### src/rtl/sub_serial_if.sv
// Handshake and operand/result bundle for the bit-serial subtractor.
interface sub_serial_if #(
  parameter int WIDTH = 4
);
  logic             start;
  logic [WIDTH-1:0] a;
  logic [WIDTH-1:0] b;
  logic             borrow_in;
  logic             busy;
  logic             done;
  logic [WIDTH-1:0] out;
  logic             borrow_out;
  logic             overflow;
  logic             zero;

  modport master (
    output start, a, b, borrow_in,
    input  busy, done, out, borrow_out, overflow, zero
  );

  modport slave (
    input  start, a, b, borrow_in,
    output busy, done, out, borrow_out, overflow, zero
  );
endinterface

### src/rtl/sub_serial.sv
// Bit-serial subtractor: out = a - b - borrow_in, one full-subtractor cell
// plus a borrow flip-flop, LSB first over WIDTH cycles.
module sub_serial #(
  parameter int WIDTH = 4
) (
  input  logic         clk,
  input  logic         rst_n,
  sub_serial_if.slave  bus
);

  localparam int CW = $clog2(WIDTH) + 1;
  localparam logic [CW-1:0] LAST = CW'(WIDTH - 1);

  typedef enum logic [1:0] {IDLE, SHIFT, DONE} state_t;

  state_t           state, state_next;
  logic [WIDTH-1:0] a_sr, b_sr, res_sr;
  logic [CW-1:0]    count;
  logic             br;
  logic [WIDTH-1:0] out_q;
  logic             borrow_q, overflow_q, zero_q;

  logic             ai, bi, d, br_next, last_bit;
  logic [WIDTH-1:0] res_next;

  // Full-subtractor cell on the current LSBs.
  always_comb begin
    ai       = a_sr[0];
    bi       = b_sr[0];
    d        = ai ^ bi ^ br;
    br_next  = (~ai & bi) | (~(ai ^ bi) & br);
    res_next = {d, res_sr[WIDTH-1:1]};
    last_bit = (state == SHIFT) && (count == LAST);
  end

  always_ff @(posedge clk or negedge rst_n) begin
    if (!rst_n) state <= IDLE;
    else        state <= state_next;
  end

  always_comb begin
    state_next = state;
    case (state)
      IDLE:    if (bus.start) state_next = SHIFT;
      SHIFT:   if (count == LAST) state_next = DONE;
      DONE:    state_next = IDLE;
      default: state_next = IDLE;
    endcase
  end

  always_ff @(posedge clk or negedge rst_n) begin
    if (!rst_n) begin
      a_sr       <= '0;
      b_sr       <= '0;
      res_sr     <= '0;
      count      <= '0;
      br         <= 1'b0;
      out_q      <= '0;
      borrow_q   <= 1'b0;
      overflow_q <= 1'b0;
      zero_q     <= 1'b0;
    end else begin
      case (state)
        IDLE: begin
          if (bus.start) begin
            a_sr  <= bus.a;
            b_sr  <= bus.b;
            br    <= bus.borrow_in;
            count <= '0;
          end
        end
        SHIFT: begin
          a_sr   <= a_sr >> 1;
          b_sr   <= b_sr >> 1;
          res_sr <= res_next;
          br     <= br_next;
          count  <= count + CW'(1);
          // On the MSB step, br is still the borrow into the MSB, so it
          // serves directly as the captured bm for the overflow flag.
          if (last_bit) begin
            out_q      <= res_next;
            borrow_q   <= br_next;
            overflow_q <= br ^ br_next;
            zero_q     <= (res_next == '0);
          end
        end
        default: ;
      endcase
    end
  end

  assign bus.busy       = (state == SHIFT);
  assign bus.done       = (state == DONE);
  assign bus.out        = out_q;
  assign bus.borrow_out = borrow_q;
  assign bus.overflow   = overflow_q;
  assign bus.zero       = zero_q;

endmodule
### src/flat_wrapper.sv
// flat-port wrapper written by rule: the top's interface ports become plain ports
module sub_serial_flat 
#(
  parameter int WIDTH = 4
)
  (clk, rst_n, bus_start, bus_a, bus_b, bus_borrow_in, bus_busy, bus_done, bus_out, bus_borrow_out, bus_overflow, bus_zero);
  sub_serial_if #(.WIDTH(WIDTH)) bus_i ();
  input  logic clk;
  input  logic rst_n;
  input wire logic [$bits(bus_i.start)-1:0] bus_start;
  input wire logic [$bits(bus_i.a)-1:0] bus_a;
  input wire logic [$bits(bus_i.b)-1:0] bus_b;
  input wire logic [$bits(bus_i.borrow_in)-1:0] bus_borrow_in;
  output wire logic [$bits(bus_i.busy)-1:0] bus_busy;
  output wire logic [$bits(bus_i.done)-1:0] bus_done;
  output wire logic [$bits(bus_i.out)-1:0] bus_out;
  output wire logic [$bits(bus_i.borrow_out)-1:0] bus_borrow_out;
  output wire logic [$bits(bus_i.overflow)-1:0] bus_overflow;
  output wire logic [$bits(bus_i.zero)-1:0] bus_zero;
  assign bus_i.start = bus_start;
  assign bus_i.a = bus_a;
  assign bus_i.b = bus_b;
  assign bus_i.borrow_in = bus_borrow_in;
  assign bus_busy = bus_i.busy;
  assign bus_done = bus_i.done;
  assign bus_out = bus_i.out;
  assign bus_borrow_out = bus_i.borrow_out;
  assign bus_overflow = bus_i.overflow;
  assign bus_zero = bus_i.zero;
  sub_serial #(.WIDTH(WIDTH)) u_core (.clk(clk), .rst_n(rst_n), .bus(bus_i));
endmodule
### config.mk
export PLATFORM = sky130hd
export DESIGN_NAME = sub_serial_flat
export DESIGN_NICKNAME = d
export VERILOG_FILES = /design/src/rtl/sub_serial_if.sv /design/src/rtl/sub_serial.sv /design/src/flat_wrapper.sv
export SDC_FILE = /design/constraint.sdc
export NUM_CORES = 1
export LEC_CHECK = 0
export CAP_MARGIN = 20
export CORE_ASPECT_RATIO = 1.25
export CORE_UTILIZATION = 48
export DETAILED_ROUTE_END_ITERATION = 12
export DONT_BUFFER_PORTS = 1
export PLACE_DENSITY = 0.62
export SETUP_SLACK_MARGIN = 0.3
export SLEW_MARGIN = 20
export SYNTH_ARGS = -nofsm -noshare
export SYNTH_HDL_FRONTEND = slang
export SYNTH_SLANG_ARGS = --single-unit
### constraint.sdc
create_clock -name clk -period 1.5 [get_ports clk]
set_input_delay 0.225 -clock clk [delete_from_list [all_inputs] [get_ports clk]]
set_output_delay 0.225 -clock clk [all_outputs]
set_load 0.01 [all_outputs]
==> flow_summary.yaml, run 1 <==
status:
  status: "complete, but fails checks"
  violations: "setup timing"
timing:
  max_freq_mhz: 648
  finClkSkew_ns: 0.00219
  setup_tns_ns: -0.0430
  fin_crit_ns: 1.54
  period_share: 1.03
  rsz0062_at_grt: "yes"
  hold_ws_ns: 0.0407
  setup_viol: 1
  fin_ws_ns: -0.0430
  worst_slew_pin_slew_ns: 0.534
  slew_viol_final: 0
  hold_viol: 0
  maxSlewHeadroom: 0.644
synthesis:
  synth_most_common_cell: "dfrtp_1"
  ys_ff_latch: 24
  synth_common_cells: "24 x dfrtp_1, 15 x nand2_1, 6 x inv_1"
  yosysTopAreaCell: "dfrtp_1"
  async_reset_ff_frac: 1.00
  yosys-top-cells-area: "dfrtp_1 54%, nand2_1 5.1%, mux2_4 4.1%"
  avgSynthCellArea_um2: 11.5
  synthCells: 96
  syn-num-nets: 111
  synth_edf_count: 0
  syn_area_um2: 1110
  yosysWarnings: 0
  synth_top_area_share: 0.543
  synth.distinct_cells: 31
  synthFlopType: "dfrtp_1"
  ys_seq_area_frac: 0.543
cts:
  clock_latency_ns: 0.31
  cts_max_level: 1
  clkTransAtPathRegs_ns: 0.13
  cts.path.max_buffers: 2
  cts_root_buf: "clkbuf_4"
  cts_made_buffers: 3
  cts_tree: "done"
  clkSinkCount: 24
layout:
  drive_gt1_frac: 0.516
  num-fill-cells: 159
  antennaDiodeCount: 0
  syn2layout_area_growth_pct: 37.2
  seq_area_um2: 602
  fin_util: 0.694
  nets: 140
  final_cells: 155
  multi_input_area_um2: 577
global_route:
  grt_pass1_wl_um: 3780
  grt_max_degree: 25
  antenna_found_initial: 0
  grt_pass1_vias: 867
  overflow: 0
  grt.total_usage: 0.205
critical_path:
  slowest_stage: "fa_2"
  cp-start-kind: "flip-flop"
  end_kind: "flip-flop"
  criticalPathCategory: "flip-flop to flip-flop"
  critPathTopFamily: "adder cells"
  required_ns: 1.74
  critPathBufInv: 1
  critPathMaxStageDelay_ns: 0.43
  crit_path_max_fanout: 2
  path_cells: "inv_2 > fa_2 > or4_4 > o21ai_2"
  arrival_ns: 1.79
floorplan:
  core_um2: 2190
  die_y_um: 55.7
  die_area_um2: 2500
  die_w_um: 44.9
  ioPinCount: 21
  initial_core_util: 0.506
  row_count: 19
route:
  wire_per_inst_um: 15.6
  drt-vias-per-instance: 5.35
  num_vias: 830
  ant_nets: 0
  routed_wl_um: 2420
  drc: 0
  drtPass1Iterations: 4
  drtIter0Drc: 25
power:
  p_per_area_nw_per_um2: 2250
  leakagePower_nw: 0.714
  ir_worst_vdd_v: 0.00115
run:
  cap_violations: 0
placed_design:
  dpl.hpwl_um: 1370
  place_congestion: 0.797
  port_buffers: 0
  dp.cells: 130
  dp_slack_ns: -0.00306
hold_path:
  holdCritPathClass: "input pin to flip-flop"
[cells in the final DEF, fill, tap and decap left out, types with 2 or more instances in the layout]
cell type,count
dfrtp_1,23
mux2_4,4
o22a_1,3
nand3b_1,2
nand2_2,2
nand2b_4,2
clkbuf_4,3
nor3b_1,2
nor3b_2,2
buf_6,6
a22oi_1,2
nand2_1,13
a2bb2oi_2,2
nor2_4,2
a22o_1,3
a221oi_2,2
inv_2,3
inv_1,3
buf_4,20
nand3_1,2
ha_4,2
nor2_1,2
o21ai_2,3
[per-layer routing]
metal  vias up  global-route usage  part of all wire
met5         -                   0                 0
met4         0              0.0909             0.019
met3         6              0.0390             0.033
met2        25               0.352              0.55
met1       413               0.237              0.40
li1        386                   -                 -
[what timing repair did]
item,4_1_cts,5_1_grt
hold buffers,1,1
endpoints found under the hold margin,24,24
resized for setup,17,20
pin swaps,7,7
buffers inserted,13,6
endpoints found under the setup margin,14,21
[final timing paths]
check / startpoint / cells past startpoint / end / slack [ns]
worst max register to register: u_core.b_sr[0] / 4 / u_core.bus.zero / -0.04
min in group asynchronous: rst_n / 2 / u_core.bus.out[3] / 0.43
worst min register to register: u_core.a_sr[1] / 1 / u_core.a_sr[1] / 0.53
worst max-delay path: u_core.b_sr[0] / 4 / u_core.bus.zero / -0.04
max in group asynchronous: rst_n / 2 / u_core.state[1] / 0.70
worst min-delay path: bus_a[3] / 1 / u_core.a_sr[3] / 0.04
[stage by stage]
| stage | area [um2] | power (W) |
|---|---|---|
| 2_1_floorplan | 1120 | 0.00210 |
| 3_3_place_gp | 1180 | 0.00238 |
| 3_5_place_dp | 1180 | 0.00242 |
| 4_1_cts | 1400 | 0.00313 |
| 5_1_grt | 1520 | 0.00368 |
| 6_report | 1520 | 0.00342 |
[area by class of cell]
type                    count  area share
flip-flops and latches     24       0.397
clock buffers               4      0.0239
multi-input cells          61       0.380
repair buffers             28       0.153
well taps                  31      0.0256
inverters                   7      0.0206
[worst register-to-register path, stage by stage (launching register included)]
cell	delay [ns]
dfrtp_1	0.42
inv_2	0.08
fa_2	0.43
or4_4	0.43
o21ai_2	0.13
[flip-flops by register name, indices dropped and copies added, names as in the netlist]
| signal | flops |
|---|---|
| u_core.res_sr | 3 |
| u_core.br | 1 |
| u_core.bus.borrow_out | 1 |
| u_core.bus.overflow | 1 |
| u_core.bus.zero | 1 |
| u_core.count | 3 |
| u_core.a_sr | 4 |
| u_core.bus.out | 4 |
| u_core.state | 2 |
| u_core.b_sr | 4 |
[report_power, final]
| group | internal [W] | total [W] | switching, W | leakage, nW |
|---|---|---|---|---|
| Sequential | 0.000948 | 0.00120 | 0.000256 | 0.296 |
| Clock | 0.000148 | 0.000337 | 0.000189 | 0.0210 |
| Combinational | 0.00106 | 0.00188 | 0.000825 | 0.397 |
[logic make-up (layout without fill, tap and decap cells)]
kind of cell               Yosys count  in the layout  share of synthesized area
DFF                                 24             24                      0.543
buffers and inverters               11             39                     0.0554
muxes                                4              4                     0.0509
and+or+nand+nor                     33             33                      0.166
adders and majority gates            3              3                     0.0407
xor gates and xnor gates             1              1                    0.00792
AOI/OAI and AO/OA                   20             20                      0.136
Power figures use the tool's default switching activity.
==> run 2: changes to the inputs <==
--- a/config.mk
+++ b/config.mk
@@ -8,6 +8,7 @@
 export CAP_MARGIN = 20
 export CORE_ASPECT_RATIO = 1.25
 export CORE_UTILIZATION = 48
+export CTS_CLUSTER_DIAMETER = 120
 export DETAILED_ROUTE_END_ITERATION = 12
 export DONT_BUFFER_PORTS = 1
 export PLACE_DENSITY = 0.62
==> results of run 2 <==
Final layout, timing and power as in run 1 (identical DEF).
